File: src/rtl/board_sequencer_pkg.sv
// Shared game-progress definitions: sequencer states, right-of-way encoding,
// board_change codes (also decoded by the renderer) and board index helpers.
package board_sequencer_pkg;

    typedef enum logic [1:0] {
        ST_PLAY       = 2'd0,
        ST_TRANSITION = 2'd1,
        ST_WIN        = 2'd2
    } seq_state_e;

    typedef enum logic [1:0] {
        PRIO_NONE  = 2'b00,
        PRIO_LEFT  = 2'b01,
        PRIO_RIGHT = 2'b10
    } prio_e;

    typedef enum logic [1:0] {
        BC_IDLE      = 2'b00,
        BC_RIGHT_ADV = 2'b01,
        BC_LEFT_ADV  = 2'b10
    } board_change_e;

    localparam logic signed [2:0] LAST_BOARD = 3'sd2;

    localparam logic [11:0] EDGE_LO_DEFAULT      = 12'd16;
    localparam logic [11:0] EDGE_HI_DEFAULT      = 12'd1008;
    localparam logic [7:0]  TRANS_FRAMES_DEFAULT = 8'd30;

    // Right player advancing moves the index towards +LAST_BOARD, left towards -LAST_BOARD.
    function automatic logic signed [2:0] step_index(input logic signed [2:0] idx,
                                                     input logic               toward_pos);
        logic signed [2:0] nxt;
        if (toward_pos) begin
            nxt = (idx >= LAST_BOARD) ? LAST_BOARD : idx + 3'sd1;
        end else begin
            nxt = (idx <= -LAST_BOARD) ? -LAST_BOARD : idx - 3'sd1;
        end
        return nxt;
    endfunction

    function automatic logic at_last_board(input logic signed [2:0] idx);
        return (idx == LAST_BOARD) || (idx == -LAST_BOARD);
    endfunction

endpackage

File: src/rtl/board_sequencer_if.sv
// Game-progress bundle between player logic / VGA timing and the board sequencer.
// kill_L/kill_R are single-cycle strobes, restart is a level; every sequencer output is registered.
interface board_sequencer_if;

    logic        vsync_in;
    logic [11:0] xpos_playerL;
    logic [11:0] xpos_playerR;
    logic        kill_L;
    logic        kill_R;
    logic        restart;

    logic [2:0]  board_in_out;
    logic [1:0]  board_change;
    logic [1:0]  player_priority;
    logic        respawn;
    logic        freeze;
    logic        winL;
    logic        winR;
    logic [1:0]  dbg_state;

    modport master (
        output vsync_in, xpos_playerL, xpos_playerR, kill_L, kill_R, restart,
        input  board_in_out, board_change, player_priority, respawn, freeze,
               winL, winR, dbg_state
    );

    modport slave (
        input  vsync_in, xpos_playerL, xpos_playerR, kill_L, kill_R, restart,
        output board_in_out, board_change, player_priority, respawn, freeze,
               winL, winR, dbg_state
    );

endinterface

File: src/rtl/board_sequencer_frame_tick.sv
// vsync rising-edge detector: one-cycle frame tick, reusable by sprite animation blocks.
module board_sequencer_frame_tick (
    input  logic clk,
    input  logic rst,
    input  logic i_vsync,
    output logic o_tick
);

    logic r_vsync_d;

    always_ff @(posedge clk or posedge rst) begin
        if (rst) begin
            r_vsync_d <= 1'b0;
        end else begin
            r_vsync_d <= i_vsync;
        end
    end

    assign o_tick = i_vsync & ~r_vsync_d;

endmodule

File: src/rtl/board_sequencer.sv
// Board sequencer: tracks right of way, steps the board index when the holder exits
// the far edge, holds a frozen transition period and declares the win at the last board.
module board_sequencer
    import board_sequencer_pkg::*;
#(
    parameter logic [11:0] EDGE_LO      = EDGE_LO_DEFAULT,
    parameter logic [11:0] EDGE_HI      = EDGE_HI_DEFAULT,
    parameter logic [7:0]  TRANS_FRAMES = TRANS_FRAMES_DEFAULT
) (
    input  logic              clk,
    input  logic              reset,
    board_sequencer_if.slave  io_seq
);

    logic w_tick;

    board_sequencer_frame_tick u_frame_tick (
        .clk     (clk),
        .rst     (reset),
        .i_vsync (io_seq.vsync_in),
        .o_tick  (w_tick)
    );

    seq_state_e        r_state;
    prio_e             r_prio;
    board_change_e     r_change;
    logic signed [2:0] r_index;
    logic [7:0]        r_count;
    logic              r_respawn;
    logic              r_freeze;
    logic              r_winL;
    logic              r_winR;

    logic w_kill_only_L;
    logic w_kill_only_R;
    logic w_exit_right;
    logic w_exit_left;
    logic w_last_frame;

    // Simultaneous kills cancel out and leave right of way where it was.
    assign w_kill_only_L = io_seq.kill_L & ~io_seq.kill_R;
    assign w_kill_only_R = io_seq.kill_R & ~io_seq.kill_L;

    // Only the right-of-way holder's position matters, so at most one exit fires.
    assign w_exit_right = (r_prio == PRIO_RIGHT) && (io_seq.xpos_playerR <= EDGE_LO);
    assign w_exit_left  = (r_prio == PRIO_LEFT)  && (io_seq.xpos_playerL >= EDGE_HI);
    assign w_last_frame = (r_count == TRANS_FRAMES - 8'd1);

    always_ff @(posedge clk or posedge reset) begin
        if (reset) begin
            r_state   <= ST_PLAY;
            r_prio    <= PRIO_NONE;
            r_change  <= BC_IDLE;
            r_index   <= 3'sd0;
            r_count   <= 8'd0;
            r_respawn <= 1'b0;
            r_freeze  <= 1'b0;
            r_winL    <= 1'b0;
            r_winR    <= 1'b0;
        end else begin
            r_respawn <= 1'b0;
            case (r_state)
                ST_PLAY: begin
                    if (w_kill_only_L) begin
                        r_prio <= PRIO_LEFT;
                    end else if (w_kill_only_R) begin
                        r_prio <= PRIO_RIGHT;
                    end
                    if (w_tick && w_exit_right) begin
                        r_index  <= step_index(r_index, 1'b1);
                        r_change <= BC_RIGHT_ADV;
                        r_count  <= 8'd0;
                        r_freeze <= 1'b1;
                        r_state  <= ST_TRANSITION;
                    end else if (w_tick && w_exit_left) begin
                        r_index  <= step_index(r_index, 1'b0);
                        r_change <= BC_LEFT_ADV;
                        r_count  <= 8'd0;
                        r_freeze <= 1'b1;
                        r_state  <= ST_TRANSITION;
                    end
                end

                ST_TRANSITION: begin
                    if (w_tick) begin
                        if (w_last_frame) begin
                            r_change <= BC_IDLE;
                            if (at_last_board(r_index)) begin
                                r_state <= ST_WIN;
                                r_winR  <= (r_index == LAST_BOARD);
                                r_winL  <= (r_index == -LAST_BOARD);
                            end else begin
                                r_state   <= ST_PLAY;
                                r_freeze  <= 1'b0;
                                r_respawn <= 1'b1;
                            end
                        end else begin
                            r_count <= r_count + 8'd1;
                        end
                    end
                end

                ST_WIN: begin
                    if (io_seq.restart) begin
                        r_state   <= ST_PLAY;
                        r_index   <= 3'sd0;
                        r_prio    <= PRIO_NONE;
                        r_change  <= BC_IDLE;
                        r_winL    <= 1'b0;
                        r_winR    <= 1'b0;
                        r_freeze  <= 1'b0;
                        r_respawn <= 1'b1;
                    end
                end

                default: begin
                    r_state <= ST_PLAY;
                end
            endcase
        end
    end

    assign io_seq.board_in_out    = r_index;
    assign io_seq.board_change    = r_change;
    assign io_seq.player_priority = r_prio;
    assign io_seq.respawn         = r_respawn;
    assign io_seq.freeze          = r_freeze;
    assign io_seq.winL            = r_winL;
    assign io_seq.winR            = r_winR;
    assign io_seq.dbg_state       = r_state;

endmodule

File: src/flat_wrapper.sv
// flat-port wrapper written by rule: the top's interface ports become plain ports
module board_sequencer_flat import board_sequencer_pkg::*;
#(
    parameter logic [11:0] EDGE_LO      = EDGE_LO_DEFAULT,
    parameter logic [11:0] EDGE_HI      = EDGE_HI_DEFAULT,
    parameter logic [7:0]  TRANS_FRAMES = TRANS_FRAMES_DEFAULT
)
  (clk, reset, io_seq_vsync_in, io_seq_xpos_playerL, io_seq_xpos_playerR, io_seq_kill_L, io_seq_kill_R, io_seq_restart, io_seq_board_in_out, io_seq_board_change, io_seq_player_priority, io_seq_respawn, io_seq_freeze, io_seq_winL, io_seq_winR, io_seq_dbg_state);
  board_sequencer_if io_seq_i ();
  input  logic clk;
  input  logic reset;
  input wire logic [$bits(io_seq_i.vsync_in)-1:0] io_seq_vsync_in;
  input wire logic [$bits(io_seq_i.xpos_playerL)-1:0] io_seq_xpos_playerL;
  input wire logic [$bits(io_seq_i.xpos_playerR)-1:0] io_seq_xpos_playerR;
  input wire logic [$bits(io_seq_i.kill_L)-1:0] io_seq_kill_L;
  input wire logic [$bits(io_seq_i.kill_R)-1:0] io_seq_kill_R;
  input wire logic [$bits(io_seq_i.restart)-1:0] io_seq_restart;
  output wire logic [$bits(io_seq_i.board_in_out)-1:0] io_seq_board_in_out;
  output wire logic [$bits(io_seq_i.board_change)-1:0] io_seq_board_change;
  output wire logic [$bits(io_seq_i.player_priority)-1:0] io_seq_player_priority;
  output wire logic [$bits(io_seq_i.respawn)-1:0] io_seq_respawn;
  output wire logic [$bits(io_seq_i.freeze)-1:0] io_seq_freeze;
  output wire logic [$bits(io_seq_i.winL)-1:0] io_seq_winL;
  output wire logic [$bits(io_seq_i.winR)-1:0] io_seq_winR;
  output wire logic [$bits(io_seq_i.dbg_state)-1:0] io_seq_dbg_state;
  assign io_seq_i.vsync_in = io_seq_vsync_in;
  assign io_seq_i.xpos_playerL = io_seq_xpos_playerL;
  assign io_seq_i.xpos_playerR = io_seq_xpos_playerR;
  assign io_seq_i.kill_L = io_seq_kill_L;
  assign io_seq_i.kill_R = io_seq_kill_R;
  assign io_seq_i.restart = io_seq_restart;
  assign io_seq_board_in_out = io_seq_i.board_in_out;
  assign io_seq_board_change = io_seq_i.board_change;
  assign io_seq_player_priority = io_seq_i.player_priority;
  assign io_seq_respawn = io_seq_i.respawn;
  assign io_seq_freeze = io_seq_i.freeze;
  assign io_seq_winL = io_seq_i.winL;
  assign io_seq_winR = io_seq_i.winR;
  assign io_seq_dbg_state = io_seq_i.dbg_state;
  board_sequencer #(.EDGE_LO(EDGE_LO), .EDGE_HI(EDGE_HI), .TRANS_FRAMES(TRANS_FRAMES)) u_core (.clk(clk), .reset(reset), .io_seq(io_seq_i));
endmodule
File: config.mk
export PLATFORM = sky130hd
export DESIGN_NAME = board_sequencer_flat
export DESIGN_NICKNAME = d
export VERILOG_FILES = /design/src/rtl/board_sequencer_pkg.sv /design/src/rtl/board_sequencer_if.sv /design/src/rtl/board_sequencer_frame_tick.sv /design/src/rtl/board_sequencer.sv /design/src/flat_wrapper.sv
export SDC_FILE = /design/constraint.sdc
export NUM_CORES = 1
export LEC_CHECK = 0
export BUFFER_PORTS_ARGS = -buffer_cell sky130_fd_sc_hd__buf_2
export CORE_ASPECT_RATIO = 0.6
export CORE_MARGIN = 2
export CORE_UTILIZATION = 45
export CTS_CLUSTER_DIAMETER = 120
export DETAILED_ROUTE_END_ITERATION = 12
export PLACE_DENSITY_LB_ADDON = 0.12
export SKIP_CTS_REPAIR_TIMING = 1
export SLEW_MARGIN = 25
export SYNTH_ARGS = -nofsm -noshare
export SYNTH_HDL_FRONTEND = slang
export SYNTH_SLANG_ARGS = --single-unit
File: constraint.sdc
create_clock -name clk -period 3.9 [get_ports clk]
set_clock_uncertainty 0.15 [all_clocks]
set_input_delay 0.78 -clock clk [delete_from_list [all_inputs] [get_ports clk]]
set_output_delay 0.78 -clock clk [all_outputs]
set_load 0.005 [all_outputs]
==> flow_metrics.env, run 1 <==
export IMPL_numCtsBuffers=3
export IMPL_min_to="u_core.r_count[7]"
export IMPL_avgSynthCellArea_sq_um=9.90
export IMPL_crit_type="flop to flop"
export IMPL_hold_path_depth=1
export IMPL_min_delay_path_class="flop to flop"
export IMPL_layout_commonest_cell="buf_2"
export IMPL_drt_iter0_markers=100
export IMPL_crit_fanout=15
export IMPL_htreeDepth=1
export IMPL_async_reset_ff_share_pct=100
export IMPL_cpLargestDelayFamily="compound AO/OA/AOI/OAI gates"
export IMPL_slowest_delay_ns=0.59
export IMPL_ys_seq_elements=22
export IMPL_via_per_inst=5.78
export IMPL_cts_tree="done"
export IMPL_status="complete, no violations"
export IMPL_layout_drive_gt1_share_pct=31.1
export IMPL_layout_common_cells="buf_2 (38), dfrtp_1 (22), inv_1 (13)"
export IMPL_timing_rr_end="u_core.io_seq.freeze"
export IMPL_min_period_ns=2.39
export IMPL_vdd_drop_max_v=0.000342
export IMPL_synthToLayoutAreaGrowth_pct=17.8
export IMPL_synth_nets=197
export IMPL_worst_setup_path_end_kind="flop"
export IMPL_rrSetupSlack_ns=1.51
export IMPL_nets=236
export IMPL_p_leak_nw=0.845
export IMPL_synth_area_sq_um=1560
export IMPL_drcViolationCount=0
export IMPL_post_place_ws_ns=1.29
export IMPL_synth_edf_count=0
export IMPL_startpoint_type="flop"
export IMPL_grtUsageTotal_pct=18.8
export IMPL_core_sq_um=3280
export IMPL_io_pins=43
export IMPL_diodes=0
export IMPL_tightestPinTransition_ns=0.858
export IMPL_routed_wl_microns=3550
export IMPL_yosysWarnings=0
export IMPL_rows=16
export IMPL_post_route_period_util_pct=61.2
export IMPL_die_width_microns=80.1
export IMPL_syn_inst=158
export IMPL_clock_sinks=22
export IMPL_setup_ws_ns=1.51
export IMPL_power_density_nw_per_um2=626
export IMPL_crit_path_top_delay_cell="a21oi_2"
export IMPL_hp_start="u_core.r_count[7]"
export IMPL_slew_violations=0
export IMPL_maxCapViolCount=0
export IMPL_grt_pass1_wl_microns=5840
export IMPL_gp_congestion=0.915
export IMPL_critPathRequiredTime_ns=3.91
export IMPL_clockRootBuffer="clkbuf_8"
export IMPL_finalSetupViolCount=0
export IMPL_reg2reg_depth=7
export IMPL_die_area_sq_um=3980
export IMPL_clock_path_buffers=2
export IMPL_synth_flop_cell="dfrtp_1"
export IMPL_num_vias=1393
export IMPL_drtPass1Iterations=4
export IMPL_gr_total_overflow=0
export IMPL_crit_chain="inv_1 -> ha_1 -> nor3b_1 -> o21ai_0 -> a21oi_2 -> nor3_1 -> mux2_2"
export IMPL_fin_tns_setup_ns=0
export IMPL_seq_area_frac_synth_pct=35.2
export IMPL_insertion_delay_ns=0.26
export IMPL_crit_buf_inv=1
export IMPL_start_util_pct=47.6
export IMPL_drt_wirelength_per_cell_microns=14.7
export IMPL_r2r_start="u_core.io_seq.dbg_state[1]"
export IMPL_die_h_microns=49.7
export IMPL_antenna_found_initial=0
export IMPL_first_global_vias=1193
export IMPL_hold_viol=0
export IMPL_ys_types=50
export IMPL_cts_clk_slew_worst_paths_ns=0.08
export IMPL_max_freq_mhz=419
export IMPL_rsz0062_at_grt="false"
export IMPL_portBuffers=38
export IMPL_slew_headroom_pct=42.7
export IMPL_critical_path_arrival_ns=2.39
export IMPL_dp_hpwl_microns=2780
export IMPL_ant_nets=0
export IMPL_grt_start_max_net_pins=23
[area by class of cell]
| cell class | instances | area [sq um] |
|---|---|---|
| clock buffers | 4 | 55.1 |
| well taps | 45 | 56.3 |
| repair buffers | 39 | 198 |
| multi-input cells | 118 | 933 |
| inverters | 13 | 48.8 |
| flip-flops and latches | 22 | 551 |
| fillers | 308 | 1440 |
[worst register-to-register path: stages, from the launching register on]
cell and delay [ns]:
dfrtp_1 0.44, inv_1 0.11, ha_1 0.17, nor3b_1 0.18
o21ai_0 0.19, a21oi_2 0.59, nor3_1 0.15, mux2_2 0.30
[sequential cells by signal, summed over array words and instances (netlist names)]
register / count
u_core.u_frame_tick.r_vsync_d: 1
u_core.io_seq.winR: 1
u_core.io_seq.respawn: 1
u_core.io_seq.winL: 1
u_core.io_seq.board_change: 2
u_core.io_seq.board_in_out: 3
u_core.io_seq.dbg_state: 2
u_core.r_count: 8
u_core.io_seq.freeze: 1
u_core.io_seq.player_priority: 2
[synthesized netlist by cell type, drive strengths merged (2+ instances only)]
cell type  count  area (sq um)
a21o           2          15.0
a21oi          7          46.3
a31oi          3          18.8
and2           2          12.5
and3           2          12.5
and3b          2          17.5
buf            4          26.3
dfrtp         22           551
ha             9           113
inv           13          48.8
mux2           4          52.6
mux2i          2          20.0
nand2         12          45.0
nand2b         4          25.0
nand3          3          20.0
nand3b         2          15.0
nand4          6          37.5
nor2           5          18.8
nor2b          2          12.5
nor3           5          25.0
nor4           2          27.5
o21a           5          37.5
o21ai          9          48.8
o21bai         2          15.0
o22ai          2          12.5
o2bb2ai        2          17.5
o31ai          4          30.0
o32ai          2          17.5
o41ai          6           101
[kinds of logic (layout without fill, tap and decap cells)]
kind of cell	Yosys count	count (layout)	synth area share, %
simple gates	53	53	21.4
buf+inv	18	56	5.12
fa+ha+maj	9	9	7.20
compound gates	49	49	25.8
mux	6	6	4.64
xor+xnor	1	1	0.560
flops	22	22	35.2
[per-stage QoR]
| stage | total power [W] | hold WS [ns] | util [%] | area (sq um) | std cells |
|---|---|---|---|---|---|
| after CTS | 0.00115 | 0.350 | 56.1 | 1840 | 241 |
| after floorplan | 0.000828 | 0.305 | - | 1560 | 158 |
| after global routing | 0.00126 | 0.364 | 56.1 | 1840 | 241 |
| final | 0.00115 | 0.348 | 56.1 | 1840 | 241 |
| after global placement | 0.000981 | 0.330 | 54.4 | 1790 | 237 |
| after detailed placement | 0.000987 | 0.337 | 54.4 | 1790 | 237 |
[report_power, final]
group          internal, W  switching, W  total [W]
registers         0.000288     0.0000755   0.000364
clock network    0.0000900     0.0000747   0.000165
logic             0.000279      0.000347   0.000625
total             0.000657      0.000497    0.00115
[metal layers]
metal	share of wire [%]	wire length (microns)	vias up	GRT usage (%)
met5	0	0	-	0
met1	53	1890	661	31.5
met2	37	1330	61	24.4
met3	9.0	321	2	4.95
li1	-	-	669	-
met4	0.37	13	0	1.69
[how the worst max path moves through the flow]
stage                                     startpoint                    to  slack (ns)  cells past startpoint
after floorplan               io_seq_xpos_playerR[0]  u_core.io_seq.freeze        1.59                      5
after global placement        io_seq_xpos_playerR[0]  u_core.io_seq.freeze        1.33                      6
after detailed placement      io_seq_xpos_playerR[0]  u_core.io_seq.freeze        1.29                      6
after CTS                 u_core.io_seq.dbg_state[1]  u_core.io_seq.freeze        1.54                      7
after global routing      u_core.io_seq.dbg_state[1]  u_core.io_seq.freeze        1.30                      7
final                     u_core.io_seq.dbg_state[1]  u_core.io_seq.freeze        1.51                      7
(Power assumes the default switching activity.)
==> inputs of run 2 (changes only) <==
- clock period: 3.9 -> 2.1 ns (I/O delays scaled with it)
==> run 2 against run 1 <==
  * Clock power rose by 59%
  * Utilization rose by 4.5 points
  * Flip-flop and latch count did not move
  * Wire length rose by 6.5%
  * Via count rose by 3.8%
  * Clock-buffer cell count fell by 1
  * Global-route usage rose by 1.9 points
  * Cell count rose by 7.5%
  * Largest cell class unchanged
  * Largest power group unchanged
==> flow_metrics.env, run 2 (synthesized netlist as in run 1, its figures left out) <==
export IMPL_io_pins=43
export IMPL_layout_common_cells="buf_2 (38), dfrtp_1 (22), buf_4 (19)"
export IMPL_clockRootBuffer="clkbuf_8"
export IMPL_drcViolationCount=0
export IMPL_setup_ws_ns=0.0952
export IMPL_rows=16
export IMPL_slew_violations=0
export IMPL_critPathRequiredTime_ns=2.10
export IMPL_post_place_ws_ns=-0.0292
export IMPL_largest_reg_flops=8
export IMPL_nFillCells=297
export IMPL_numCtsBuffers=3
export IMPL_tightestPinTransition_ns=0.518
export IMPL_drtPass1Iterations=4
export IMPL_slew_headroom_pct=65.1
export IMPL_layout_drive_gt1_share_pct=38.8
export IMPL_grt_pass1_wl_microns=6400
export IMPL_maxCapViolCount=0
export IMPL_htreeDepth=1
export IMPL_diodes=0
export IMPL_dp_hpwl_microns=2980
export IMPL_min_period_ns=2.00
export IMPL_fin_cells=259
export IMPL_gp_congestion=0.925
export IMPL_crit_fanout=4
export IMPL_insertion_delay_ns=0.26
export IMPL_die_area_sq_um=3980
export IMPL_rsz0062_at_grt="false"
export IMPL_ff_latch_area_sq_um=551
export IMPL_hold_slack_ns=0.0325
export IMPL_synthToLayoutAreaGrowth_pct=27.1
export IMPL_p_leak_nw=0.934
export IMPL_antenna_found_initial=0
export IMPL_die_width_microns=80.1
export IMPL_clock_path_buffers=2
export IMPL_top_register="u_core.r_count"
export IMPL_p_seq_share_pct=26.5
export IMPL_postLayoutCoreUtil_pct=60.6
export IMPL_vdd_drop_max_v=0.000609
export IMPL_power_density_nw_per_um2=1180
export IMPL_clock_sinks=22
export IMPL_portBuffers=38
export IMPL_rrSetupSlack_ns=0.1
export IMPL_ant_nets=0
export IMPL_start_util_pct=47.6
export IMPL_swShare_pct=41.8
export IMPL_drt_iter0_markers=105
export IMPL_worst_setup_path_end_kind="flop"
export IMPL_critical_path_arrival_ns=2.01
export IMPL_drt_wirelength_per_cell_microns=14.6
export IMPL_fin_total_pwr_w=0.00234
export IMPL_via_per_inst=5.58
export IMPL_first_global_vias=1405
export IMPL_layout_commonest_cell="buf_2"
export IMPL_min_delay_path_class="input pin to async pin"
export IMPL_dp_cells=256
export IMPL_grt_start_max_net_pins=23
export IMPL_num_vias=1446
export IMPL_crit_type="flop to flop"
export IMPL_cts_tree="done"
export IMPL_multi_input_area_sq_um=947
export IMPL_p_int_w=0.00136
export IMPL_nets=255
export IMPL_hold_viol=0
export IMPL_routed_wl_microns=3780
export IMPL_max_freq_mhz=499
export IMPL_cts_clk_slew_worst_paths_ns=0.08
export IMPL_post_route_period_util_pct=95.5
export IMPL_status="complete, no violations"
export IMPL_grtUsageTotal_pct=20.7
export IMPL_pwr_share_comb_pct=62.3
export IMPL_gr_total_overflow=0
export IMPL_core_sq_um=3280
export IMPL_finalSetupViolCount=0
export IMPL_p_sw_w=0.000979
export IMPL_clkPwrFrac_pct=11.2
export IMPL_startpoint_type="flop"
export IMPL_die_h_microns=49.7
==> run 2: cell count changes in the layout (fill, tap and decap cells not counted), sizes merged <==
cell    change
buf        +19
clkbuf      -1
==> run 2: final cells by class <==
class	count	share of cell area (%)
Multi-Input combinational cell	118	47.6
Sequential cell	22	27.7
Timing Repair Buffer	58	17.3
Tap cell	45	2.83
Inverter	13	2.45
Clock buffer	3	2.08
==> run 2: metal layers <==
metal	GRT usage, %	up-vias	wire length (microns)
li1	-	706	-
met5	0	-	0
met3	4.95	4	253
met2	31.1	56	1550
met4	3.95	0	34
met1	30.5	680	1950
==> run 2: worst max-delay path, cell delays in order, from the launching register on <==
cell,delay (ns)
dfrtp_1,0.38
inv_1,0.07
ha_1,0.17
nand3_2,0.13
nor4_4,0.20
a21oi_2,0.14
a211o_1,0.35
mux2_4,0.31
==> run 2: metrics by stage <==
step	setup TNS, ns	area [sq um]
after global placement	0	1930
after global routing	0	1990
after detailed placement	-0.0292	1930
after floorplan	0	1560
final	0	1990
after CTS	0	1970
==> run 2: worst paths after layout <==
kind,start,end,depth (start not counted)
worst max-delay path,u_core.r_count[1],u_core.io_seq.winL,7
worst min-delay path,reset,u_core.r_count[6],3
worst max register to register,u_core.r_count[1],u_core.io_seq.winL,7
worst min register to register,u_core.r_count[7],u_core.r_count[7],1
max in group asynchronous,reset,u_core.io_seq.dbg_state[1],3
min in group clk,io_seq_vsync_in,u_core.u_frame_tick.r_vsync_d,1
==> run 2: power groups by stage <==
stage	registers (W)	clock network [W]	logic, W
2_1_floorplan	0.000655	0	0.000882
3_3_place_gp	0.000622	0	0.00141
3_5_place_dp	0.000628	0	0.00143
4_1_cts	0.000620	0.000274	0.00143
5_1_grt	0.000638	0.000291	0.00162
6_report	0.000621	0.000262	0.00146
==> inputs of run 3 (changes only) <==
- BUFFER_PORTS_ARGS: -buffer_cell sky130_fd_sc_hd__buf_2 -> -buffer_cell sky130_fd_sc_hd__buf_4
- clock period: 2.1 -> 1.9 ns (I/O delays scaled with it)
==> run 3 against run 2 <==
  * The run now ends with hold timing, setup timing left
  * Die area did not move
  * Highest routed layer unchanged
  * Flip-flop and latch count unchanged
  * Via count up 8.0%
  * Hold slack worse by 0.037 ns
  * Register-to-register slack got worse by 0.24 ns
  * Wire length is 20% higher
  * Clock power grew 14%
==> flow_metrics.env, run 3 (synthesized netlist as in run 1, its figures left out) <==
export IMPL_status="finished with violations"
export IMPL_violations="hold timing, setup timing"
export IMPL_hold_slack_ns=-0.00498
export IMPL_setup_ws_ns=-0.146
export IMPL_routed_wl_microns=4540
export IMPL_cts_tree="done"
export IMPL_rsz0062_at_grt="true"
export IMPL_tightestPinTransition_ns=0.438
export IMPL_worst_setup_path_end_kind="flop"
export IMPL_hold_viol=6
export IMPL_clock_sinks=22
export IMPL_startpoint_type="flop"
export IMPL_crit_type="flop to flop"
export IMPL_clock_path_buffers=2
export IMPL_gp_congestion=0.903
export IMPL_drcViolationCount=0
export IMPL_critical_path_arrival_ns=2.05
export IMPL_htreeDepth=1
export IMPL_grt_pass1_wl_microns=7020
export IMPL_power_density_nw_per_um2=1300
export IMPL_critPathRequiredTime_ns=1.91
export IMPL_clockRootBuffer="clkbuf_8"
export IMPL_dp_hpwl_microns=3360
export IMPL_slew_headroom_pct=70.7
export IMPL_maxCapViolCount=0
export IMPL_rows=16
export IMPL_first_global_vias=1511
export IMPL_num_vias=1562
export IMPL_drt_wirelength_per_cell_microns=16.0
export IMPL_synthToLayoutAreaGrowth_pct=53.9
export IMPL_numCtsBuffers=3
export IMPL_core_sq_um=3280
export IMPL_die_width_microns=80.1
export IMPL_post_route_period_util_pct=108
export IMPL_io_pins=43
export IMPL_gr_total_overflow=0
export IMPL_crit_fanout=4
export IMPL_grtUsageTotal_pct=23.0
export IMPL_min_delay_path_class="input pin to async pin"
export IMPL_nets=280
export IMPL_cts_clk_slew_worst_paths_ns=0.08
export IMPL_fin_tns_setup_ns=-0.850
export IMPL_insertion_delay_ns=0.27
export IMPL_antenna_found_initial=0
export IMPL_diodes=0
export IMPL_die_h_microns=49.7
export IMPL_portBuffers=38
export IMPL_finalSetupViolCount=12
export IMPL_die_area_sq_um=3980
export IMPL_slew_violations=0
export IMPL_top_register="u_core.r_count"
export IMPL_ant_nets=0
export IMPL_via_per_inst=5.50
export IMPL_layout_drive_gt1_share_pct=51.9
export IMPL_max_freq_mhz=489
export IMPL_min_period_ns=2.05
export IMPL_layout_commonest_cell="buf_4"
export IMPL_grt_start_max_net_pins=23
export IMPL_p_leak_nw=1.10
export IMPL_start_util_pct=47.6
export IMPL_layout_common_cells="buf_4 (81), dfrtp_1 (20), nand2_1 (12)"
export IMPL_largest_reg_flops=8
export IMPL_drtPass1Iterations=4
export IMPL_fin_total_pwr_w=0.00312
export IMPL_vdd_drop_max_v=0.000907
export IMPL_drt_iter0_markers=128
==> run 3: cell types whose count changed in the layout (fill, tap and decap cells not counted), moves of 3 or more <==
cell and change:
o21ai_1 +4, o21ai_0 -6, inv_2 +3, buf_4 +62
ha_1 -3, inv_1 -3, buf_2 -38
==> run 3: path summary, 6_finish.rpt <==
path / startpoint / slack, ns / cells past startpoint / to
worst min register to register: u_core.r_count[7] / 0.37 / 1 / u_core.r_count[7]
max in group asynchronous: reset / 1.35 / 3 / u_core.u_frame_tick.r_vsync_d
min in group clk: io_seq_vsync_in / 0.19 / 2 / u_core.u_frame_tick.r_vsync_d
worst max register to register: u_core.io_seq.dbg_state[0] / -0.15 / 7 / u_core.io_seq.winL
worst max-delay path: u_core.io_seq.dbg_state[0] / -0.15 / 7 / u_core.io_seq.winL
worst min-delay path: reset / -0.005 / 3 / u_core.r_count[7]
==> run 3: power by group <==
part	leakage, nW	switching (W)	internal, W	total [W]
Sequential	0.285	0.000101	0.000594	0.000695
Clock	0.0216	0.000156	0.000142	0.000298
Combinational	0.793	0.00103	0.00110	0.00213
Total	1.10	0.00129	0.00184	0.00312
==> run 3: critical path, cell delays in order, from the launching register on <==
cell and delay [ns]:
dfrtp_1 0.36, inv_1 0.07, ha_2 0.20, nor2b_4 0.14, nor3_2 0.25, a21oi_4 0.11
a211o_1 0.35, mux2_4 0.31
==> run 3: metrics by stage <==
stage / setup WS (ns) / instance area [sq um] / hold slack, ns / util (%) / instances
floorplan: -0.0417 / 1580 / 0.219 / - / 158
global placement: -0.121 / 2150 / 0.291 / 65.5 / 271
detailed placement: -0.178 / 2150 / 0.300 / 65.5 / 271
CTS: -0.178 / 2190 / 0.0122 / 66.8 / 274
global route: -0.201 / 2410 / 0.0219 / 73.3 / 284
finish: -0.146 / 2410 / -0.00498 / 73.3 / 284
==> run 3: area by class of cell <==
| class | instances | area [sq um] |
|---|---|---|
| Timing Repair Buffer | 83 | 631 |
| Fill cell | 241 | 876 |
| Sequential cell | 22 | 553 |
| Inverter | 13 | 48.8 |
| Clock buffer | 3 | 41.3 |
| Tap cell | 45 | 56.3 |
| Multi-Input combinational cell | 118 | 1080 |
==> run 3: per-layer routing <==
metal	up-vias	track usage [%]	wire length, microns
met5	-	0	0
li1	758	-	-
met3	4	5.68	382
met1	736	32.9	2190
met2	64	34.6	1940
met4	0	6.21	29
